## src/rtl/seq_div_pkg.sv

```systemverilog
// Shared definitions for the sequential AXI-Stream divider.
//   - default width constants for dividend, divisor/remainder and quotient
//   - result field offsets inside m_axis_dout_tdata
//   - controller state enumeration (IDLE / CALC / OUT)
// Build option: SEQ_DIV_BACKPRESSURE_EN (see axis_seq_divider.sv).
package seq_div_pkg;

  localparam int unsigned DEF_DIVIDEND_W = 64;
  localparam int unsigned DEF_DIVISOR_W  = 32;
  localparam int unsigned DEF_QUOT_W     = 56;

  // dout = {quotient, remainder}; the remainder sits at bit 0 and the
  // quotient starts directly above it (QUOT_LSB == DIVISOR_W in general).
  localparam int unsigned REM_LSB  = 0;
  localparam int unsigned QUOT_LSB = DEF_DIVISOR_W;

  typedef enum logic [1:0] {
    IDLE = 2'd0,
    CALC = 2'd1,
    OUT  = 2'd2
  } state_t;

endpackage

```

## src/rtl/axis_seq_divider_if.sv

```systemverilog
// Stream bundle for axis_seq_divider.
//   s_axis_divisor_*  : divisor input channel (tvalid/tready/tdata)
//   s_axis_dividend_* : dividend input channel (tvalid/tready/tdata)
//   m_axis_dout_*     : result channel {quotient, remainder}
//   m_axis_dout_tready only exists when SEQ_DIV_BACKPRESSURE_EN is defined.
// Modports: master = stimulus/source side, slave = divider side.
interface axis_seq_divider_if
  import seq_div_pkg::*;
#(
  parameter int unsigned DIVIDEND_W = DEF_DIVIDEND_W,
  parameter int unsigned DIVISOR_W  = DEF_DIVISOR_W,
  parameter int unsigned QUOT_W     = DEF_QUOT_W
) ();

  logic                        s_axis_divisor_tvalid;
  logic                        s_axis_divisor_tready;
  logic [DIVISOR_W-1:0]        s_axis_divisor_tdata;
  logic                        s_axis_dividend_tvalid;
  logic                        s_axis_dividend_tready;
  logic [DIVIDEND_W-1:0]       s_axis_dividend_tdata;
  logic                        m_axis_dout_tvalid;
  logic [QUOT_W+DIVISOR_W-1:0] m_axis_dout_tdata;
`ifdef SEQ_DIV_BACKPRESSURE_EN
  logic                        m_axis_dout_tready;

  modport master (
    output s_axis_divisor_tvalid, s_axis_divisor_tdata,
    output s_axis_dividend_tvalid, s_axis_dividend_tdata,
    output m_axis_dout_tready,
    input  s_axis_divisor_tready, s_axis_dividend_tready,
    input  m_axis_dout_tvalid, m_axis_dout_tdata
  );

  modport slave (
    input  s_axis_divisor_tvalid, s_axis_divisor_tdata,
    input  s_axis_dividend_tvalid, s_axis_dividend_tdata,
    input  m_axis_dout_tready,
    output s_axis_divisor_tready, s_axis_dividend_tready,
    output m_axis_dout_tvalid, m_axis_dout_tdata
  );
`else
  modport master (
    output s_axis_divisor_tvalid, s_axis_divisor_tdata,
    output s_axis_dividend_tvalid, s_axis_dividend_tdata,
    input  s_axis_divisor_tready, s_axis_dividend_tready,
    input  m_axis_dout_tvalid, m_axis_dout_tdata
  );

  modport slave (
    input  s_axis_divisor_tvalid, s_axis_divisor_tdata,
    input  s_axis_dividend_tvalid, s_axis_dividend_tdata,
    output s_axis_divisor_tready, s_axis_dividend_tready,
    output m_axis_dout_tvalid, m_axis_dout_tdata
  );
`endif

endinterface

```

## src/rtl/seq_div_core.sv

```systemverilog
// Radix-2 restoring divider datapath: one dividend bit per cycle, MSB first,
// DIVIDEND_W iterations after a start pulse.
//   clk, rst   : clock, asynchronous active-high reset
//   start      : load dividend/divisor and begin (1-cycle pulse)
//   dividend   : unsigned dividend
//   divisor    : unsigned divisor (0 yields all-ones quotient, rem = dividend LSBs)
//   busy       : iterations in progress
//   done       : 1-cycle pulse after the final iteration; results valid from then
//   quotient   : low QUOT_W quotient bits
//   remainder  : exact remainder
module seq_div_core #(
  parameter int unsigned DIVIDEND_W = 64,
  parameter int unsigned DIVISOR_W  = 32,
  parameter int unsigned QUOT_W     = 56
) (
  input  logic                  clk,
  input  logic                  rst,
  input  logic                  start,
  input  logic [DIVIDEND_W-1:0] dividend,
  input  logic [DIVISOR_W-1:0]  divisor,
  output logic                  busy,
  output logic                  done,
  output logic [QUOT_W-1:0]     quotient,
  output logic [DIVISOR_W-1:0]  remainder
);

  localparam int unsigned CNT_W = $clog2(DIVIDEND_W + 1);
  localparam logic [CNT_W-1:0] LAST = CNT_W'(DIVIDEND_W - 1);

  // Dividend bits shift out of the MSB while quotient bits shift into the LSB.
  logic [DIVIDEND_W-1:0] shreg;
  logic [DIVISOR_W-1:0]  prem;
  logic [DIVISOR_W-1:0]  dsr;
  logic [CNT_W-1:0]      cnt;

  logic [DIVISOR_W:0]    trial;
  logic                  fits;
  logic [DIVISOR_W-1:0]  diff;

  // The trial value is the DIVISOR_W+1-bit partial remainder. When it fits,
  // the difference is below the divisor, so DIVISOR_W bits hold it exactly.
  always_comb begin
    trial = {prem, shreg[DIVIDEND_W-1]};
    fits  = (trial >= {1'b0, dsr});
    diff  = trial[DIVISOR_W-1:0] - dsr;
  end

  always_ff @(posedge clk or posedge rst) begin
    if (rst) begin
      shreg <= '0;
      prem  <= '0;
      dsr   <= '0;
      cnt   <= '0;
      busy  <= 1'b0;
      done  <= 1'b0;
    end else begin
      done <= 1'b0;
      if (start) begin
        shreg <= dividend;
        dsr   <= divisor;
        prem  <= '0;
        cnt   <= '0;
        busy  <= 1'b1;
      end else if (busy) begin
        shreg <= {shreg[DIVIDEND_W-2:0], fits};
        prem  <= fits ? diff : trial[DIVISOR_W-1:0];
        cnt   <= cnt + 1'b1;
        if (cnt == LAST) begin
          busy <= 1'b0;
          done <= 1'b1;
        end
      end
    end
  end

  assign quotient  = shreg[QUOT_W-1:0];
  assign remainder = prem;

endmodule

```

## src/rtl/axis_seq_divider.sv

```systemverilog
// Sequential unsigned divider with AXI-Stream style input and result channels.
// Each input channel has a one-entry slot; once both are full the FSM runs
// seq_div_core for DIVIDEND_W cycles and presents {quotient, remainder}.
//   clk  : clock (rising edge)
//   rst  : asynchronous active-high reset
//   bus  : axis_seq_divider_if.slave (divisor, dividend and dout channels)
// Build option SEQ_DIV_BACKPRESSURE_EN: adds m_axis_dout_tready and holds
// the result until accepted; otherwise the result is a 1-cycle tvalid pulse.
module axis_seq_divider
  import seq_div_pkg::*;
#(
  parameter int unsigned DIVIDEND_W = DEF_DIVIDEND_W,
  parameter int unsigned DIVISOR_W  = DEF_DIVISOR_W,
  parameter int unsigned QUOT_W     = DEF_QUOT_W
) (
  input logic               clk,
  input logic               rst,
  axis_seq_divider_if.slave bus
);

  localparam int unsigned QUOT_OFS = REM_LSB + DIVISOR_W;

  state_t                      state;
  logic                        div_rdy;
  logic                        dvd_rdy;
  logic [DIVISOR_W-1:0]        div_slot;
  logic [DIVIDEND_W-1:0]       dvd_slot;
  logic                        dout_valid;
  logic [QUOT_W+DIVISOR_W-1:0] dout_data;

  logic                        div_hs;
  logic                        dvd_hs;
  logic                        start;
  logic                        out_ack;
  logic [DIVISOR_W-1:0]        core_divisor;
  logic [DIVIDEND_W-1:0]       core_dividend;
  logic                        core_busy;
  logic                        core_done;
  logic [QUOT_W-1:0]           core_quot;
  logic [DIVISOR_W-1:0]        core_rem;

  assign div_hs = bus.s_axis_divisor_tvalid  & div_rdy;
  assign dvd_hs = bus.s_axis_dividend_tvalid & dvd_rdy;

  // Start on the edge that fills the last slot; the core takes the operand
  // straight from the bus when it is being captured on that same edge.
  assign start         = (state == IDLE) & ~core_busy
                       & (~div_rdy | div_hs) & (~dvd_rdy | dvd_hs);
  assign core_divisor  = div_hs ? bus.s_axis_divisor_tdata  : div_slot;
  assign core_dividend = dvd_hs ? bus.s_axis_dividend_tdata : dvd_slot;

`ifdef SEQ_DIV_BACKPRESSURE_EN
  assign out_ack = bus.m_axis_dout_tready;
`else
  assign out_ack = 1'b1;
`endif

  seq_div_core #(
    .DIVIDEND_W (DIVIDEND_W),
    .DIVISOR_W  (DIVISOR_W),
    .QUOT_W     (QUOT_W)
  ) u_core (
    .clk       (clk),
    .rst       (rst),
    .start     (start),
    .dividend  (core_dividend),
    .divisor   (core_divisor),
    .busy      (core_busy),
    .done      (core_done),
    .quotient  (core_quot),
    .remainder (core_rem)
  );

  always_ff @(posedge clk or posedge rst) begin
    if (rst) begin
      state      <= IDLE;
      div_rdy    <= 1'b1;
      dvd_rdy    <= 1'b1;
      div_slot   <= '0;
      dvd_slot   <= '0;
      dout_valid <= 1'b0;
      dout_data  <= '0;
    end else begin
      if (div_hs) begin
        div_slot <= bus.s_axis_divisor_tdata;
        div_rdy  <= 1'b0;
      end
      if (dvd_hs) begin
        dvd_slot <= bus.s_axis_dividend_tdata;
        dvd_rdy  <= 1'b0;
      end
      case (state)
        IDLE: begin
          if (start) state <= CALC;
        end
        CALC: begin
          if (core_done) begin
            state                          <= OUT;
            dout_valid                     <= 1'b1;
            dout_data[REM_LSB +: DIVISOR_W] <= core_rem;
            dout_data[QUOT_OFS +: QUOT_W]   <= core_quot;
          end
        end
        OUT: begin
          if (out_ack) begin
            state      <= IDLE;
            dout_valid <= 1'b0;
            div_rdy    <= 1'b1;
            dvd_rdy    <= 1'b1;
          end
        end
        default: state <= IDLE;
      endcase
    end
  end

  assign bus.s_axis_divisor_tready  = div_rdy;
  assign bus.s_axis_dividend_tready = dvd_rdy;
  assign bus.m_axis_dout_tvalid     = dout_valid;
  assign bus.m_axis_dout_tdata      = dout_data;

endmodule
```

## src/flat_wrapper.sv

```systemverilog
// flat-port wrapper written by rule: the top's interface ports become plain ports
module axis_seq_divider_flat import seq_div_pkg::*;
#(
  parameter int unsigned DIVIDEND_W = DEF_DIVIDEND_W,
  parameter int unsigned DIVISOR_W  = DEF_DIVISOR_W,
  parameter int unsigned QUOT_W     = DEF_QUOT_W
)
  (clk, rst, bus_s_axis_divisor_tvalid, bus_s_axis_divisor_tdata, bus_s_axis_dividend_tvalid, bus_s_axis_dividend_tdata, bus_s_axis_divisor_tready, bus_s_axis_dividend_tready, bus_m_axis_dout_tvalid, bus_m_axis_dout_tdata);
  axis_seq_divider_if #(.DIVIDEND_W(DIVIDEND_W), .DIVISOR_W(DIVISOR_W), .QUOT_W(QUOT_W)) bus_i ();
  input logic clk;
  input logic rst;
  input wire logic [$bits(bus_i.s_axis_divisor_tvalid)-1:0] bus_s_axis_divisor_tvalid;
  input wire logic [$bits(bus_i.s_axis_divisor_tdata)-1:0] bus_s_axis_divisor_tdata;
  input wire logic [$bits(bus_i.s_axis_dividend_tvalid)-1:0] bus_s_axis_dividend_tvalid;
  input wire logic [$bits(bus_i.s_axis_dividend_tdata)-1:0] bus_s_axis_dividend_tdata;
  output wire logic [$bits(bus_i.s_axis_divisor_tready)-1:0] bus_s_axis_divisor_tready;
  output wire logic [$bits(bus_i.s_axis_dividend_tready)-1:0] bus_s_axis_dividend_tready;
  output wire logic [$bits(bus_i.m_axis_dout_tvalid)-1:0] bus_m_axis_dout_tvalid;
  output wire logic [$bits(bus_i.m_axis_dout_tdata)-1:0] bus_m_axis_dout_tdata;
  assign bus_i.s_axis_divisor_tvalid = bus_s_axis_divisor_tvalid;
  assign bus_i.s_axis_divisor_tdata = bus_s_axis_divisor_tdata;
  assign bus_i.s_axis_dividend_tvalid = bus_s_axis_dividend_tvalid;
  assign bus_i.s_axis_dividend_tdata = bus_s_axis_dividend_tdata;
  assign bus_s_axis_divisor_tready = bus_i.s_axis_divisor_tready;
  assign bus_s_axis_dividend_tready = bus_i.s_axis_dividend_tready;
  assign bus_m_axis_dout_tvalid = bus_i.m_axis_dout_tvalid;
  assign bus_m_axis_dout_tdata = bus_i.m_axis_dout_tdata;
  axis_seq_divider #(.DIVIDEND_W(DIVIDEND_W), .DIVISOR_W(DIVISOR_W), .QUOT_W(QUOT_W)) u_core (.clk(clk), .rst(rst), .bus(bus_i));
endmodule
```

## config.mk

```make
export PLATFORM = sky130hd
export DESIGN_NAME = axis_seq_divider_flat
export DESIGN_NICKNAME = d
export VERILOG_FILES = /design/src/rtl/seq_div_pkg.sv /design/src/rtl/axis_seq_divider_if.sv /design/src/rtl/seq_div_core.sv /design/src/rtl/axis_seq_divider.sv /design/src/flat_wrapper.sv
export SDC_FILE = /design/constraint.sdc
export NUM_CORES = 1
export LEC_CHECK = 0
export BUFFER_PORTS_ARGS = -buffer_cell sky130_fd_sc_hd__buf_2
export CAP_MARGIN = 40
export CORE_MARGIN = 5
export CORE_UTILIZATION = 58
export DETAILED_ROUTE_END_ITERATION = 7
export PLACE_DENSITY = 0.8
export SLEW_MARGIN = 20
export SYNTH_ARGS = -nofsm -noshare
export SYNTH_HDL_FRONTEND = slang
export SYNTH_HIERARCHICAL = 1
export SYNTH_SLANG_ARGS = --single-unit
```

## constraint.sdc

```tcl
create_clock -name clk -period 6.2 [get_ports clk]
set_clock_uncertainty 0.05 [all_clocks]
set_input_delay 0.31 -clock clk [delete_from_list [all_inputs] [get_ports clk]]
set_output_delay 0.31 -clock clk [all_outputs]
set_load 0.01 [all_outputs]
```

# [Word-level counts from Yosys, hierarchy flattened]
# Index checks and enable logic that the tools add are counted.
[totals] output_inout_bits=91 register_bits=326 word_cells=63 in_bits=100
[op_classes] add_sub_neg=2 n_eq_ne=5 reduce_logical=8 bitwise_logic=10 muxes=24 order_cmp=1
[op_table] cell="64-bit two-way mux" count=3
[op_table] cell="32-bit two-way mux" count=4
[op_table] cell="33-bit by 32-bit >= comparator with 1-bit output" count=1
[op_table] cell="32-bit subtractor" count=1
[op_table] cell="7-bit two-way mux" count=2
[op_table] cell="1-bit two-way mux" count=11
[op_table] cell="2-bit nonzero test" count=4
[op_table] cell="7-bit by 1-bit adder with 7-bit output, second input constant" count=1
[op_table] cell="7-bit by 6-bit == test with 1-bit output, second input constant" count=1
[op_table] cell="2-bit AND reduction" count=3
[op_table] cell="1-bit bitwise AND" count=5
[op_table] cell="2-bit two-way mux" count=2
[op_table] cell="2-bit case mux with 2 select lines" count=1
[op_table] cell="1-bit NOT" count=3
[op_table] cell="2-bit by 1-bit == test with 1-bit output, second input constant" count=1
[op_table] cell="2-bit == test, second input constant" count=1
[op_table] cell="2-bit logical NOT" count=1
[op_table] cell="2-bit by 1-bit inequality test with 1-bit output, second input constant" count=1
[op_table] cell="2-bit inequality test, second input constant" count=1
[op_table] cell="1-bit bitwise OR" count=2
[op_table] cell="1-bit case mux with 2 select lines" count=1

# [Logic depth before layout (Yosys ltp)]
# Gate-level depths: netlist of run 1.
[depth] ltp_word=6 ltp_mapped=12 mapped_depth_nobuf=11

# [Cells and area by module]
# Netlist of run 1, hierarchy kept.
[by_module_without_submodules] module="seq_div_core" area_each_um2=8319.2 seq_area_each_um2=3428.3 n_inst=1 cells_each=916
[by_module_without_submodules] module="axis_seq_divider" area_each_um2=7038.0 seq_area_each_um2=4732.0 n_inst=1 cells_each=409

# [Worst setup path before layout of run 1]
# No wires, ideal clock.
[synth_timing] path_type="register -> register" startpoint="register u_core.u_core.prem[21], in the netlist u_core/u_core/remainder[21]" endpoint="register u_core.u_core.prem[8], in the netlist u_core/u_core/remainder[8]" path_buffers=2 t_required_ns=6.056 synth_period_minus_slack_ns=3.014 path_slack_ns=3.186 stages_incl_launch_ff=12 arrival_ns=2.870 setup_time_ns=0.094 cell_sequence="dfrtp_1 ha_1 buf_6 a21oi_2 o21ai_1 or4b_1 a32o_1 a311o_2 a21o_1 buf_4 mux2i_1 a211oi_1"
[synth_between] elab_chain_len=4
[synth_lines] element="start: declaration" line="seq_div_core.sv:32" rtl="logic [DIVISOR_W-1:0] prem;"
[synth_lines] element="start signal: assignment" line="seq_div_core.sv:66" rtl="prem <= fits ? diff : trial[DIVISOR_W-1:0];"
[synth_lines] element="33-bit by 32-bit >= comparator with 1-bit output" line="seq_div_core.sv:44" rtl="fits = (trial >= {1'b0, dsr});"
[synth_lines] element="32-bit two-way mux" line="seq_div_core.sv:66"
[synth_lines] element="32-bit two-way mux" line="seq_div_core.sv:64" rtl="end else if (busy) begin"
[synth_lines] element="32-bit two-way mux" line="seq_div_core.sv:58" rtl="if (start) begin"
# No other way between the ends. The select of a mux whose other input is x is not followed.
# A chain may end at the register's enable or synchronous reset.

# [Final worst setup path of run 1]
[layout_timing] startpoint="register u_core.u_core.prem[7], in the netlist u_core/u_core/remainder[7]" endpoint="register u_core.u_core.prem[28], in the netlist u_core/u_core/remainder[28]"
[layout_between] elab_chain_len=4 elab_cells_between_ends=5 cone_classes="add/sub (1); order compare (1); mux (3)"
[layout_lines] element="32-bit subtractor or 33-bit by 32-bit >= comparator with 1-bit output (tied branches)" line="seq_div_core.sv:45, seq_div_core.sv:44"
[layout_lines] element="32-bit two-way mux *" line="seq_div_core.sv:66"
[layout_lines] element="32-bit two-way mux *" line="seq_div_core.sv:64"
[layout_lines] element="32-bit two-way mux *" line="seq_div_core.sv:58"
# Every way passes the cells marked *; elsewhere a longest branch is shown, timed or not. The select of a mux whose other input is x is not followed.

==> metrics.md, run 1 <==
| Metric | Value |
|---|---|
| Outcome | finished, final reports clean |
| Number of global-route vias before repair | 11.1k |
| Post-synthesis sequential element count | 326 |
| Starting density of the core | 58.9% |
| Critical path type | reg2reg |
| Fraction of final layout cells sized beyond drive strength 1 | 30.3% |
| Most used flip-flop cell after synthesis | sky130_fd_sc_hd__dfrtp_1 |
| Area occupied by multi-input gates | 6280 um^2 |
| Sum of overflow across all layers after global routing | 0 |
| Max VDD drop | 0.208 mV |
| Flop pwr share | 48.8% |
| Xor and xnor fraction of the mapped netlist area | 1.54% |
| Total cell area at the placement stage | 16200 um^2 |
| Share of power burned in combinational logic | 4.7% |
| Number of nets still failing antenna checks after routing | 0 |
| Horiz. Die Dim | 173 um |
| Highest achievable clock rate | 270 MHz |
| Sequential share of the synthesized area | 53.1% |
| TNS Setup | 0 ns |
| Data arrival time of the critical path | 4.06 ns |
| Clock H-tree levels | 2 |
| Die Y-Extent | about 170 um |
| Transition time of the tightest slew-check pin | ~0.81 ns |
| Mux contribution to synthesized area | between 10% and 20% |
| Routed len/inst | ~19 um |
| Rel. slew slack | between 40 and 50% |
| Area added between synthesis and finish | 17.7% |
| Number of flops mapped to enable cells by yosys | 0 |
| Number of hold violations in the final report | 0 |
| Internal Dissipation | about 0.0036 W |
| Final estimated routing congestion in global placement | 0.922 |
| Critical path fanouts, max | 20 |
| Number of antenna violations at the first check in global routing | 1 |
| Count of standard-cell rows | 59 |
| CTS Buffer Depth | 3 |
| Worst endpoint required time | around 6.6 ns |
| Dominant combinational cell family by area after synthesis | multiplexers |
| Sum of routed wire length over all layers | roughly 36 mm |
| GRT Resource Usage Total | 23.2% |
| Clock group share of total power | 46.5% |
| Most frequent cells in the layout | 323 x sky130_fd_sc_hd__dfrtp_1, 190 x sky130_fd_sc_hd__buf_2, 177 x sky130_fd_sc_hd__mux2_2, 133 x sky130_fd_sc_hd__nand2_1, 118 x sky130_fd_sc_hd__o21ai_0 |
| Startpoint kind of the worst setup timing path | flip-flop |
| Register clock-pin slew on the reported worst setup and hold paths | 0.06 ns |
| Synth warnings | 6 |
| Class of the tightest hold or removal check | in2reg |
| Number of port buffers | 190 |
| Post-Synth Simple-Gate Area | 7.13% |
| Complex-gate fraction of the synthesized area | 9.68% |
| Number of DRC markers after the initial detailed-route iteration | 867 |
| Total net switching power | 0.000948 W |
| Floorplan die area | roughly 30000 um^2 |
| Setup repair after global routing missed its margin | false |
| Number of resized instances in the post-cts repair step | 0 |
| Number of iterations in the first detailed-routing pass | 7 |
| Final Hold Slack | roughly 0.011 ns |
| DRC Markers | 0 |
| Total nets after synthesis | 1459 |
| Period utilisation layout | roughly three fifths |
| Clock Root Buffer | sky130_fd_sc_hd__clkbuf_16 |
| Switching power share of the total | a little over a fifth |
| Final HPWL DP | 22.1 mm |
| Number of fill cells | 1841 |
| Footprint of the flip-flops and latches | between 8000 and 9000 um^2 |
| Lkg Pwr | between 9 and 10 nW |
| Syn Area/Cell | 11.6 um^2 |
| Final nets | ~1.6k |
| Adder-cell share of the synthesized area | 2.82% |
| I/O pin total | 191 |
| CTS tree | built |
| Proportion of synthesized flip-flops having asynchronous set or reset | 100% |
| Tmin final | 3.70 ns |
| Area of the mapped netlist | 15400 um^2 |
| Final instance area | 18100 um^2 |
| Largest net degree at the start of global routing | 121 |
| Power Dens Cells | 252 nW/um^2 |
| Inserted Clock Buffers | 35 |
| Setup bufs post-CTS | 0 |
| Count of cell types in the netlist | 64 |
| # Max-Cap Violations | 0 |
| Detail-routed via count per cell | 5.69 |
| First-pass GRT wire length | between 50 and 60 mm |
| Placeable Area | 26100 um^2 |
| Synthesized instance count | around 1.3k |
| Most common library cell in the layout ignoring fill and taps | sky130_fd_sc_hd__dfrtp_1 |
| Kind of end point of the critical path | flip-flop |
| Clock insertion delay at the later pin of the skew report | 0.52 ns |
| Final Max Slew Viols | 0 |
| Vias post-DR | 10.6k |
| TritonCTS Sinks | 326 |
| Number of endpoints failing setup at the final stage | 0 |
[Yosys cell counts, drive strengths merged, types with 6 or more instances]
master | instances | area, um^2
nor3 | 7 | 35.0
a21o | 12 | 90.1
nand4 | 10 | 62.6
a211oi | 29 | 218
ha | 33 | 413
mux2i | 89 | 891
nor2 | 50 | 188
mux2 | 186 | 2130
o21ai | 119 | 596
clkbuf | 41 | 154
nand2b | 6 | 37.5
a21oi | 30 | 158
xor2 | 12 | 105
xnor2 | 15 | 131
dfrtp | 324 | 8110
buf | 88 | 608
a31oi | 10 | 62.6
and3 | 9 | 56.3
nand2 | 135 | 509
nand3 | 8 | 40.0
inv | 43 | 161
[layer usage]
layer  track usage, %  vias up  share of wire (%)
met5                0        -                  0
met1             30.3     5249                 41
li1                 -     4981                  -
met2             39.9      308                 51
met3             4.52       67                5.5
met4             6.52        0                2.2
[final timing paths]
kind | startpoint | to | slack (ns) | cells past startpoint
worst max-delay path | u_core/u_core/remainder[7] | u_core/u_core/remainder[28] | 2.50 | 10
worst min-delay path | bus_s_axis_divisor_tdata[22] | u_core/div_slot[22] | 0.01 | 2
worst max register to register | u_core/u_core/remainder[7] | u_core/u_core/remainder[28] | 2.50 | 10
worst min register to register | u_core/u_core/cnt[6] | u_core/u_core/done | 0.44 | 1
max in group asynchronous | rst | u_core/div_slot[1] | 4.42 | 6
min in group asynchronous | rst | u_core/u_core/shreg[29] | 0.25 | 3
[kinds of logic (layout without fill, tap and decap cells)]
family | count (synthesis) | after routing
other | 0 | 1
and+or+nand+nor | 248 | 248
AOI/OAI and AO/OA | 242 | 242
adders and majority gates | 34 | 34
xor gates and xnor gates | 27 | 27
muxes | 275 | 275
DFF | 326 | 326
buffers and inverters | 173 | 375
[registers in the layout (all words and copies together), names as in the netlist]
| register | cells |
|---|---|
| u_core/bus.s_axis_divisor_tready | 1 |
| u_core/div_slot | 32 |
| u_core/u_core/done | 1 |
| u_core/state | 2 |
| u_core/u_core/busy | 1 |
| u_core/u_core/dsr | 32 |
| u_core/u_core/shreg | 64 |
| u_core/u_core/cnt | 7 |
| u_core/bus.s_axis_dividend_tready | 1 |
| u_core/bus.m_axis_dout_tdata | 88 |
| u_core/bus.m_axis_dout_tvalid | 1 |
| u_core/dvd_slot | 64 |
| u_core/u_core/remainder | 32 |
[power groups by stage]
stage | sequential, W | clock, W | combinational (W)
finish | 0.00222 | 0.00211 | 0.000215
global route | 0.00222 | 0.00225 | 0.000240
CTS | 0.00222 | 0.00215 | 0.000210
detailed placement | 0.00226 | 0 | 0.000174
global placement | 0.00225 | 0 | 0.000165
floorplan | 0.00225 | 0 | 0.000108
[worst max-delay path: stages, from the launching register on]
cell                        delay [ns]
sky130_fd_sc_hd__dfrtp_1          0.41
sky130_fd_sc_hd__ha_1             0.40
sky130_fd_sc_hd__a21o_1           0.24
sky130_fd_sc_hd__a211o_1          0.27
sky130_fd_sc_hd__o2111ai_1        0.26
sky130_fd_sc_hd__o2111ai_1        0.27
sky130_fd_sc_hd__a311o_2          0.50
sky130_fd_sc_hd__a21o_1           0.41
sky130_fd_sc_hd__buf_4            0.35
sky130_fd_sc_hd__mux2i_1          0.16
sky130_fd_sc_hd__a211oi_1         0.25
[area by class of cell]
| type | instances | area share (%) |
|---|---|---|
| sequential | 326 | 45.2 |
| multi-input combinational | 826 | 34.8 |
| timing repair buffer | 274 | 10.3 |
| clock buffer | 49 | 5.75 |
| tap | 335 | 2.32 |
| inverter | 44 | 0.983 |
| clock inverter | 8 | 0.734 |
| antenna | 1 | 0.0138 |
[through the flow]
stage	setup WS [ns]	total power (W)	instances	utilization [%]
2_1_floorplan	0.701	0.00236	1325	-
3_3_place_gp	2.62	0.00242	1731	61.7
3_5_place_dp	2.53	0.00243	1735	62.0
4_1_cts	2.50	0.00458	1859	69.1
5_1_grt	2.34	0.00471	1863	69.4
6_report	2.50	0.00455	1863	69.4
[what timing repair did]
action                                  in CTS  in global routing
hold endpoints to repair                   114                  1
hold buffers                                67                  1
endpoints found under the setup margin       0                  0
Note: power is estimated with default switching activity, not from simulation.
==> run 2, diff against run 1 <==
ABC_AREA = 1   (was not set)
CORE_UTILIZATION = 59   (was 58)
PLACE_DENSITY = 0.81   (was 0.8)
clock period = 3.56 ns   (was 6.2 ns; I/O delays follow)
==> run 2 against run 1 <==
Net effect:
- synthesized area is 6.9% higher
- worst hold slack better by 0.056 ns
- combinational power is 90% higher
- critical path depth is 1 higher
- global-route usage is 6.2 points higher
- non-clock buffer count is 42 higher
==> metrics.md, run 2 <==
| Metric | Value |
|---|---|
| Count of standard-cell rows | 61 (+3.4%) |
| Largest net degree at the start of global routing | 89 (-26%) |
| First-pass GRT wire length | 75.5 mm (+29%) |
| Number of fill cells | 2144 (+16%) |
| # Max-Cap Violations | 0 (unchanged) |
| Placeable Area | 27600 um^2 (+6.0%) |
| Class of the tightest hold or removal check | in2async |
| Sequential share of the synthesized area | 49.7% (-3.4 points) |
| Starting density of the core | 59.4% (+0.47 points) |
| Kind of end point of the critical path | flip-flop |
| Met3 wire length | 2.80 mm (+43%) |
| Final instance area | 19400 um^2 (+7.5%) |
| Synth top area share | 49.4% (-3.4 points) |
| Outcome | finished, final reports clean |
| Number of iterations in the first detailed-routing pass | 5 (-2) |
| I/O pin total | 191 (unchanged) |
| Worst endpoint required time | 3.97 ns (-2.59 ns) |
| Most numerous cell in the Yosys netlist | sky130_fd_sc_hd__nand2_1 |
| Sum of overflow across all layers after global routing | 0 (unchanged) |
| Count of cell types in the netlist | 42 (-34%) |
| Layout Utilization | 70.3% (+0.96 points) |
| Sum of routed wire length over all layers | 45.4 mm (+28%) |
| Synthesized instance count | 2133 (+61%) |
| Syn Area/Cell | 7.69 um^2 (-34%) |
| Dominant cells by area after synthesis | sky130_fd_sc_hd__dfrtp_1 49%, sky130_fd_sc_hd__nand2_1 23%, sky130_fd_sc_hd__nand3_1 5.4% |
| Critical path type | reg2reg |
| Flop-to-flop setup slack | 0.87 ns (-1.63 ns) |
| GRT Resource Usage Total | 29.4% (+6.2 points) |
| Startpoint kind of the worst setup timing path | flip-flop |
| Highest metal used | met4 |
| Flip-flop count of the largest register after layout | 88 (unchanged) |
| TritonCTS Sinks | 326 (unchanged) |
| Vias post-DR | 14.6k (+38%) |
| Lkg Pwr | 11.0 nW (+17%) |
| Area of the mapped netlist | 16400 um^2 (+6.9%) |
| Most common cell type on the critical path | sky130_fd_sc_hd__nand2_1 |
| Reg2reg end | u_core/u_core/remainder[27] |
| Detail-routed via count per cell | 5.34 (-6.2%) |
| Cell type of the slowest stage on the worst timing path | sky130_fd_sc_hd__dfrtp_1 |
| Fraction of final layout cells sized beyond drive strength 1 | 13.7% (-17 points) |
| Final nets | 2471 (+51%) |
| Synth warnings | 6 (unchanged) |
| Number of nets still failing antenna checks after routing | 0 (unchanged) |
| Setup repair after global routing missed its margin | false |
| Number of flops mapped to enable cells by yosys | 0 (unchanged) |
| Most used flip-flop cell after synthesis | sky130_fd_sc_hd__dfrtp_1 |
| Leading cell types by count after synthesis | 987 x sky130_fd_sc_hd__nand2_1, 324 x sky130_fd_sc_hd__dfrtp_1, 207 x sky130_fd_sc_hd__inv_1 |
| Clock Root Buffer | sky130_fd_sc_hd__clkbuf_16 |
| Rel. slew slack | 45.5% (-0.35 points) |
| Clock H-tree levels | 1 (-1) |
| Maximum single-stage delay on the critical path | 0.43 ns (-0.07 ns) |
| Area added between synthesis and finish | 18.4% |
| Tmin final | 2.69 ns (-1.01 ns) |
| Transition time of the tightest slew-check pin | 0.815 ns (+0.00330 ns) |
| Die Y-Extent | 177 um (+2.4%) |
| Clock insertion delay at the later pin of the skew report | 0.58 ns (+0.06 ns) |
| Number of antenna violations at the first check in global routing | 1 (unchanged) |
| CTS tree | built |
| Register clock-pin slew on the reported worst setup and hold paths | 0.07 ns (about the same) |
| TNS Setup | 0 ns (unchanged) |
| Power Dens Cells | 404 nW/um^2 (+61%) |
| Final estimated routing congestion in global placement | 0.963 (+4.5%) |
| Total cell area at the placement stage | 17300 um^2 (+7.0%) |
| Number of port buffers | 190 (unchanged) |
| Number of DRC markers after the initial detailed-route iteration | 1281 (+48%) |
| CTS Buffer Depth | 3 (unchanged) |
| Total nets after synthesis | 2267 (+55%) |
| Post-synthesis sequential element count | 326 (unchanged) |
| Final Max Slew Viols | 0 (unchanged) |
| Cell type contributing the most total cell area after synthesis | sky130_fd_sc_hd__dfrtp_1 |
| Number of global-route vias before repair | 15.0k (+36%) |
| Number of hold violations in the final report | 0 (unchanged) |
| Inserted Clock Buffers | 31 (-11%) |
| Wire length on met2 | 22.3 mm (+24%) |
| Worst path cell trace | ha_1, a21oi_1, nand2_1, a21oi_2, nand2_2, nor2_4, nand2_8, nand2_4, nand2_1, nand2_1, nand2_1 |
| Data arrival time of the critical path | 3.10 ns (-0.96 ns) |
| Most common library cell in the layout ignoring fill and taps | sky130_fd_sc_hd__nand2_1 |
| DRC Markers | 0 (unchanged) |
| Critical path fanouts, max | 33 (+65%) |
| Floorplan die area | 31300 um^2 (+4.8%) |
| Critical R2R Launch | u_core/u_core/remainder[27] |
| Max VDD drop | 0.336 mV (+61%) |
| Number of endpoints failing setup at the final stage | 0 (unchanged) |
| Reg2reg path depth | 11 (+1) |
| Period utilisation layout | 75.6% (+16 points) |
| Horiz. Die Dim | 177 um (+2.4%) |
| Highest achievable clock rate | 372 MHz (+37%) |
| Routed len/inst | 16.6 um (-13%) |
| Most frequent cells in the layout | 986 x sky130_fd_sc_hd__nand2_1, 324 x sky130_fd_sc_hd__dfrtp_1, 205 x sky130_fd_sc_hd__inv_1, 190 x sky130_fd_sc_hd__buf_2, 176 x sky130_fd_sc_hd__nand3_1 |
| Proportion of synthesized flip-flops having asynchronous set or reset | 100% (unchanged) |
| Wl on met1 | 19.0 mm (+29%) |
| Final HPWL DP | 29.3 mm (+33%) |
run 2: cell count changes in the layout (fill, tap and decap cells not counted), moves of 18 or more:
cell,delta
sky130_fd_sc_hd__nand2_1,+853
sky130_fd_sc_hd__nand3b_1,+27
sky130_fd_sc_hd__nand3_1,+168
sky130_fd_sc_hd__mux2i_1,-89
sky130_fd_sc_hd__o21ai_0,-82
sky130_fd_sc_hd__mux2_2,-177
sky130_fd_sc_hd__dlygate4sd3_1,+31
sky130_fd_sc_hd__a211oi_1,-29
sky130_fd_sc_hd__o211ai_1,+19
sky130_fd_sc_hd__nand2_2,+18
sky130_fd_sc_hd__inv_1,+164
run 2: kinds of logic (layout without fill, tap and decap cells):
kind of cell	count (synthesis)	count (layout)	synth area share (%)
and+or+nand+nor	1299	1299	33.0
DFF	326	326	49.7
other	0	1	0
xor gates and xnor gates	14	14	0.747
AOI/OAI and AO/OA	104	104	3.97
adders and majority gates	34	34	2.64
buffers and inverters	356	583	9.96
run 2: worst max-delay path: cells and delay by family (launching register included):
kind	cells	cell delay [ns]
AND/OR/NAND/NOR	8	1.27
adder cells (fa/ha/maj)	1	0.38
AO/OA/AOI/OAI	2	0.41
flip-flops	1	0.43
run 2: timing repair:
action	CTS	global route
hold buffers	99	0
endpoints found under the hold margin	388	0
resized for setup	0	0
buffers inserted	0	0
run 2: where the power goes:
group          total (W)  internal, W  switching (W)  leakage (nW)
Clock            0.00358      0.00213        0.00144         0.564
Combinational   0.000408     0.000171       0.000237          6.27
Sequential       0.00387      0.00383      0.0000368          4.14
Total            0.00785      0.00613        0.00172          11.0
run 2: how the worst max path moves through the flow:
stage	startpoint	endpoint	slack [ns]	cells past startpoint
2_1_floorplan	rst	u_core/bus.m_axis_dout_tdata[0]	0.90	1
3_3_place_gp	u_core/u_core/remainder[18]	u_core/u_core/remainder[27]	1.00	10
3_5_place_dp	u_core/u_core/remainder[18]	u_core/u_core/remainder[27]	0.96	13
4_1_cts	u_core/u_core/remainder[18]	u_core/u_core/remainder[27]	0.94	13
5_1_grt	u_core/u_core/remainder[22]	u_core/u_core/remainder[31]	0.75	13
6_report	u_core/u_core/remainder[27]	u_core/u_core/remainder[27]	0.87	11
run 2: final cells by class:
class / instances / area [um^2] / area share [%]
Sequential cell: 326 / 8160 / 42.0
Multi-Input combinational cell: 1451 / 6640 / 34.2
Timing Repair Buffer: 316 / 2230 / 11.5
Clock buffer: 44 / 945 / 4.86
Inverter: 211 / 800 / 4.11
Tap cell: 378 / 473 / 2.43
Clock inverter: 12 / 179 / 0.921
Antenna cell: 1 / 2.50 / 0.0129
run 2: through the flow:
step	hold slack [ns]	std cells	setup WS (ns)	power [W]
floorplan	0.260	2133	0.899	0.00411
global placement	0.293	2579	1.00	0.00423
detailed placement	0.115	2582	0.958	0.00425
CTS	0.0616	2737	0.937	0.00788
global route	0.0831	2739	0.750	0.00813
finish	0.0679	2739	0.869	0.00785
run 2: per-layer routing:
layer / up-vias / GRT usage (%)
met5: - / 0
met4: 0 / 9.38
met3: 100 / 4.08
met2: 574 / 50.1
met1: 6993 / 39.3
li1: 6955 / -
